### src/rtl/rv32i_lsu.sv
// rv32i_lsu: load/store unit for the rv32i core.
//
// Takes the ALU result as the effective address and runs one data-memory
// transaction per instruction over a req/ack bus. Returns a sign- or
// zero-extended load result, flags misaligned accesses and illegal funct3,
// aborts with bus_err when memory does not answer within TIMEOUT cycles,
// and holds busy so the core stalls while an access is pending.
//
// Ports:
//   clk, rst           core clock, synchronous active-high reset
//   start              one-cycle launch pulse for the op_* / addr / data inputs
//   op_load, op_store  access type (both high is treated as a load)
//   funct3             RV32I width/sign encoding
//   addr, store_data   effective address and rs2 value
//   busy, done         stall request and one-cycle completion pulse
//   load_data          extended load result (0 on error)
//   misaligned,bus_err completion status, valid with done
//   mem_*              data-memory request bus (req held until mem_ack)
module rv32i_lsu #(
    parameter int TIMEOUT = 16
) (
    input  logic        clk,
    input  logic        rst,
    input  logic        start,
    input  logic        op_load,
    input  logic        op_store,
    input  logic [2:0]  funct3,
    input  logic [31:0] addr,
    input  logic [31:0] store_data,
    output logic        busy,
    output logic        done,
    output logic [31:0] load_data,
    output logic        misaligned,
    output logic        bus_err,
    output logic        mem_req,
    output logic        mem_we,
    output logic [31:0] mem_addr,
    output logic [3:0]  mem_wstrb,
    output logic [31:0] mem_wdata,
    input  logic        mem_ack,
    input  logic [31:0] mem_rdata
);

    typedef enum logic [1:0] {IDLE, ACCESS, RESP} state_t;

    localparam int CW = (TIMEOUT > 1) ? $clog2(TIMEOUT) : 1;

    state_t        state, state_nxt;
    logic [CW-1:0] tmo_cnt;
    logic [2:0]    f3_q;
    logic [1:0]    off_q;

    logic        launch;
    logic        is_load;
    logic [1:0]  size;
    logic        illegal;
    logic        misal;
    logic        timeout_hit;
    logic [3:0]  strb_nxt;
    logic [31:0] wdata_nxt;
    logic [7:0]  rd_byte;
    logic [15:0] rd_half;
    logic [31:0] ext_data;

    // Both strobes high decodes as a load.
    assign is_load = op_load;
    assign size    = funct3[1:0];
    assign launch  = (state == IDLE) && start && (op_load || op_store);

    // Legal loads: 000,001,010,100,101. Legal stores: 000,001,010.
    assign illegal = (size == 2'b11) ||
                     (is_load  && funct3 == 3'b110) ||
                     (!is_load && funct3[2]);

    // Alignment only matters for an encoding that names a real size.
    assign misal = !illegal &&
                   ((size == 2'b01 && addr[0]) ||
                    (size == 2'b10 && addr[1:0] != 2'b00));

    // Ack in the final cycle takes precedence over the abort.
    assign timeout_hit = (TIMEOUT > 0) && !mem_ack &&
                         (tmo_cnt == CW'(TIMEOUT - 1));

    assign busy    = (state != IDLE) || launch;
    assign done    = (state == RESP);
    assign mem_req = (state == ACCESS);

    // Byte enables and lane-replicated store data for the access being launched.
    always_comb begin
        // NOTE: every variable gets a default before the case so no path
        // leaves it unassigned, which would otherwise infer a latch.
        strb_nxt  = 4'b1111;
        wdata_nxt = store_data;
        case (size)
            2'b00: begin
                wdata_nxt = {4{store_data[7:0]}};
                if (!is_load) strb_nxt = 4'b0001 << addr[1:0];
            end
            2'b01: begin
                wdata_nxt = {2{store_data[15:0]}};
                if (!is_load) strb_nxt = addr[1] ? 4'b1100 : 4'b0011;
            end
            default: ;
        endcase
    end

    // Lane select and extension of the returned word.
    always_comb begin
        rd_byte  = mem_rdata[7:0];
        rd_half  = off_q[1] ? mem_rdata[31:16] : mem_rdata[15:0];
        ext_data = 32'h0;
        case (off_q)
            2'd1:    rd_byte = mem_rdata[15:8];
            2'd2:    rd_byte = mem_rdata[23:16];
            2'd3:    rd_byte = mem_rdata[31:24];
            default: rd_byte = mem_rdata[7:0];
        endcase
        case (f3_q)
            3'b000:  ext_data = {{24{rd_byte[7]}}, rd_byte};
            3'b001:  ext_data = {{16{rd_half[15]}}, rd_half};
            3'b010:  ext_data = mem_rdata;
            3'b100:  ext_data = {24'h0, rd_byte};
            3'b101:  ext_data = {16'h0, rd_half};
            default: ext_data = 32'h0;
        endcase
    end

    always_comb begin
        state_nxt = state;
        case (state)
            IDLE:    if (launch) state_nxt = (illegal || misal) ? RESP : ACCESS;
            ACCESS:  if (mem_ack || timeout_hit) state_nxt = RESP;
            RESP:    state_nxt = IDLE;
            default: state_nxt = IDLE;
        endcase
    end

    // NOTE: sequential state uses non-blocking assignments so every register
    // samples the pre-edge values regardless of statement order.
    always_ff @(posedge clk) begin
        if (rst) state <= IDLE;
        else     state <= state_nxt;
    end

    always_ff @(posedge clk) begin
        if (rst) begin
            tmo_cnt    <= '0;
            f3_q       <= 3'b000;
            off_q      <= 2'b00;
            load_data  <= 32'h0;
            misaligned <= 1'b0;
            bus_err    <= 1'b0;
            mem_we     <= 1'b0;
            mem_addr   <= 32'h0;
            mem_wstrb  <= 4'b0000;
            mem_wdata  <= 32'h0;
        end else begin
            case (state)
                IDLE: begin
                    if (launch) begin
                        tmo_cnt    <= '0;
                        f3_q       <= funct3;
                        off_q      <= addr[1:0];
                        load_data  <= 32'h0;
                        misaligned <= misal;
                        bus_err    <= illegal;
                        mem_we     <= !is_load;
                        mem_addr   <= {addr[31:2], 2'b00};
                        mem_wstrb  <= strb_nxt;
                        mem_wdata  <= wdata_nxt;
                    end
                end
                ACCESS: begin
                    if (mem_ack) begin
                        if (!mem_we) load_data <= ext_data;
                    end else if (timeout_hit) begin
                        bus_err <= 1'b1;
                    end else if (TIMEOUT > 0) begin
                        tmo_cnt <= tmo_cnt + CW'(1);
                    end
                end
                default: ;
            endcase
        end
    end

endmodule

### config.mk
export PLATFORM = sky130hd
export DESIGN_NAME = rv32i_lsu
export DESIGN_NICKNAME = d
export VERILOG_FILES = /design/src/rtl/rv32i_lsu.sv
export SDC_FILE = /design/constraint.sdc
export NUM_CORES = 1
export LEC_CHECK = 0
export CAP_MARGIN = 10
export CORE_MARGIN = 1
export CORE_UTILIZATION = 30
export CTS_BUF_LIST = sky130_fd_sc_hd__clkbuf_8
export DETAILED_ROUTE_END_ITERATION = 8
export GPL_TIMING_DRIVEN = 0
export SYNTH_ARGS = -nofsm -noshare
export SYNTH_HDL_FRONTEND = slang
export SYNTH_SLANG_ARGS = --single-unit
### constraint.sdc
create_clock -name clk -period 2.4 [get_ports clk]
set_input_delay 0.6 -clock clk [delete_from_list [all_inputs] [get_ports clk]]
set_output_delay 0.6 -clock clk [all_outputs]
set_load 0.01 [all_outputs]
==> results.toml <==
[setup_path]
crit_type = "flop to output pin"
ff2ff_setup_slack_ps = 380
crit_required_ps = 1800
r2r_start = "f3_q[0]"
critPathLaunch = "state[1]"
cp_max_fo = 7
rr_worst_depth = 6
worst_setup_path_start_kind = "flop"
critPathArrivalTime_ps = 1630
end_kind = "output pin"

[timing]
slew_headroom_pct = 56.8
period_minus_slack_ps = 2230
hold_viol = 0
tightest_slew_ps = 648
drv_slew = 0
finalWorstSetupSlack_ps = 169
rsz0062_at_grt = "no"
layout_worst_path_cycle_share_pct = 93.0
fin_worst_skew_ps = 10.1
fmax_mhz = 448
setup_viol = 0

[global_route]
track_usage_pct = 20.4
grt_pass1_wl_um = 26000
antenna_found_initial = 0
grt_max_degree = 22
grt.overflow.total = 0
grt_pass1_vias = 4871

[logic_synthesis]
syn_area_um2 = 4850
synth_top_family_by_area = "compound AO/OA/AOI/OAI gates"
synth-seq-area-share_pct = 46.2
ys.warnings.count = 0
synth_compound_area_share_pct = 23.9
synth_area_leader_cell = "dfxtp_1"
synth_seq_cells = 112
synth-edff-count = 0
synth_top_area_share_pct = 46.2
synth.area.top_cells = "dfxtp_1, nand2_1, mux2i_1"
synth.distinct_cells = 53
synthXorXnorAreaFrac_pct = 0.181
synth-adder-area-share_pct = 0.258
synth_flop_cell = "dfxtp_1"
synth_simple_gate_area_share_pct = 17.3
syn_inst = 569
syn_area_per_cell_um2 = 8.52
async_flop_share_pct = 0
synthMuxAreaShare_pct = 7.30

[floorplan]
die_area_um2 = 16700
io_pins = 211
rows = 46
fp.dieW_um = 129
core_area_um2 = 15800
initial_core_util_pct = 30.6
die_y_um = 129

[placed_design]
dp_slack_ps = -614
dpl-instance-area_um2 = 7180
finalWeightedCongestion = 0.860
port_buffers = 205
dp_hpwl_um = 13100

[clock_network]
cts_tree = "built"
cts_sinks = 112
clkSlewWorstSetupHoldPaths_ps = 120
cts_buffers = 9
htreeDepth = 3
cts_hold_buffers = 0
cts.path.max_buffers = 2
cts_root_buffer = "clkbuf_8"
clk_latency_ps = 400

[power]
ir_drop_v = 0.000269
power.leakage_nw = 2.68
pwr_density_cell_nw_per_um2 = 559
total_power_mw = 4.13

[detailed_routing]
routed_wirelength_um = 17000
drt_pre_antenna_iters = 4
drcViolationCount = 0
drtIter0Drc = 278
wl_per_cell_um = 16.9
via_per_inst = 4.95
ant_nets = 0
routed-via-count = 4987

[min_path]
hp-class = "flop to flop"
hold_depth = 2
worstHoldStart = "mem_wdata[2]"

[final_layout]
layout-drive-gt1-share_pct = 5.56
multi_input_area_um2 = 2390
fillers = 1542
num_antenna_cells = 0
area_growth_syn_to_layout_pct = 52.5
ff_latch_area_um2 = 2240
fin_area_um2 = 7390
fin_nets = 893

[outcome]
status = "finished clean"

[flow_run]
drv_cap = 0
[repair_timing]
action,CTS,global route
resized for setup,2,6
buffers inserted,1,0
endpoints found under the setup margin,70,59
pin swaps,1,0
[registers in the layout, indices dropped and copies added, names as in the netlist]
register	cells
load_data	32
mem_wdata	32
mem_addr	30
mem_wstrb	4
tmo_cnt	4
f3_q	3
off_q	2
state	2
bus_err	1
mem_we	1
misaligned	1
[final timing paths]
kind / endpoint
max: done
min: mem_wdata[2]
min reg2reg: mem_wdata[2]
max reg2reg: load_data[26]
[stage by stage]
step | instances | TNS, ps | hold WS [ps] | utilization, %
2_1_floorplan | 570 | 0 | 481 | -
3_3_place_gp | 991 | -41820 | 441 | 45.3
3_5_place_dp | 991 | -43930 | 449 | 45.3
4_1_cts | 1008 | 0 | 466 | 46.6
5_1_grt | 1008 | 0 | 484 | 46.7
6_report | 1008 | 0 | 460 | 46.7
[cell usage in the layout (no fill, tap or decap), types with 5 or more instances in the layout]
cell	count
clkdlybuf4s50_1	202
nand2_1	130
dfxtp_1	111
a21oi_1	60
nor2_1	44
mux2i_1	32
clkbuf_1	28
o21ai_0	20
a221o_1	16
buf_2	14
a211oi_1	11
a311oi_1	11
a22o_1	9
clkbuf_8	9
o211ai_1	8
a2bb2oi_1	6
a32o_1	6
nor2b_1	5
[worst max-delay path: stages, from the launching register on]
cell             delay (ps)
dfxtp_1                 460
nor2b_1                 210
clkdlybuf4s50_1         560
[cell usage after synthesis, drive strengths merged (4+ instances only)]
| library cell | number |
|---|---|
| nor2 | 44 |
| nand2 | 130 |
| a22o | 9 |
| o211ai | 8 |
| nand3 | 4 |
| dfxtp | 112 |
| mux2i | 32 |
| o21ai | 23 |
| buf | 20 |
| clkbuf | 29 |
| a2bb2oi | 6 |
| a311oi | 11 |
| a21oi | 60 |
| a221o | 16 |
| nor2b | 5 |
| a211oi | 12 |
| a32o | 6 |
[logic make-up (layout without fill, tap and decap cells)]
group,count (synthesis),after routing
AO/OA/AOI/OAI,167,167
XOR/XNOR,1,1
adder cells (fa/ha/maj),1,1
buffers and inverters,52,274
flip-flops,112,112
multiplexers,34,34
other,1,2
AND/OR/NAND/NOR,201,201
[layout make-up]
| class | instances | area share [%] |
|---|---|---|
| tap | 216 | 3.65 |
| sequential | 112 | 30.3 |
| clock buffer | 9 | 1.68 |
| timing repair buffer | 206 | 27.9 |
| inverter | 3 | 0.152 |
| buffer | 49 | 2.94 |
| multi-input combinational | 406 | 32.4 |
| clock inverter | 7 | 0.981 |
[power breakdown]
| part | internal [mW] | switching [mW] |
|---|---|---|
| Sequential | 1.96 | 0.0585 |
| Combinational | 0.476 | 0.469 |
| Clock | 0.411 | 0.757 |
| Total | 2.85 | 1.28 |
[per-layer routing]
layer | vias up | GRT usage, % | part of all wire [%]
li1 | 2460 | - | -
met1 | 2310 | 24.0 | 42
met2 | 195 | 33.5 | 45
met3 | 22 | 8.05 | 11
met4 | 0 | 7.34 | 2.0
met5 | - | 0 | 0
(Power assumes the default switching activity.)
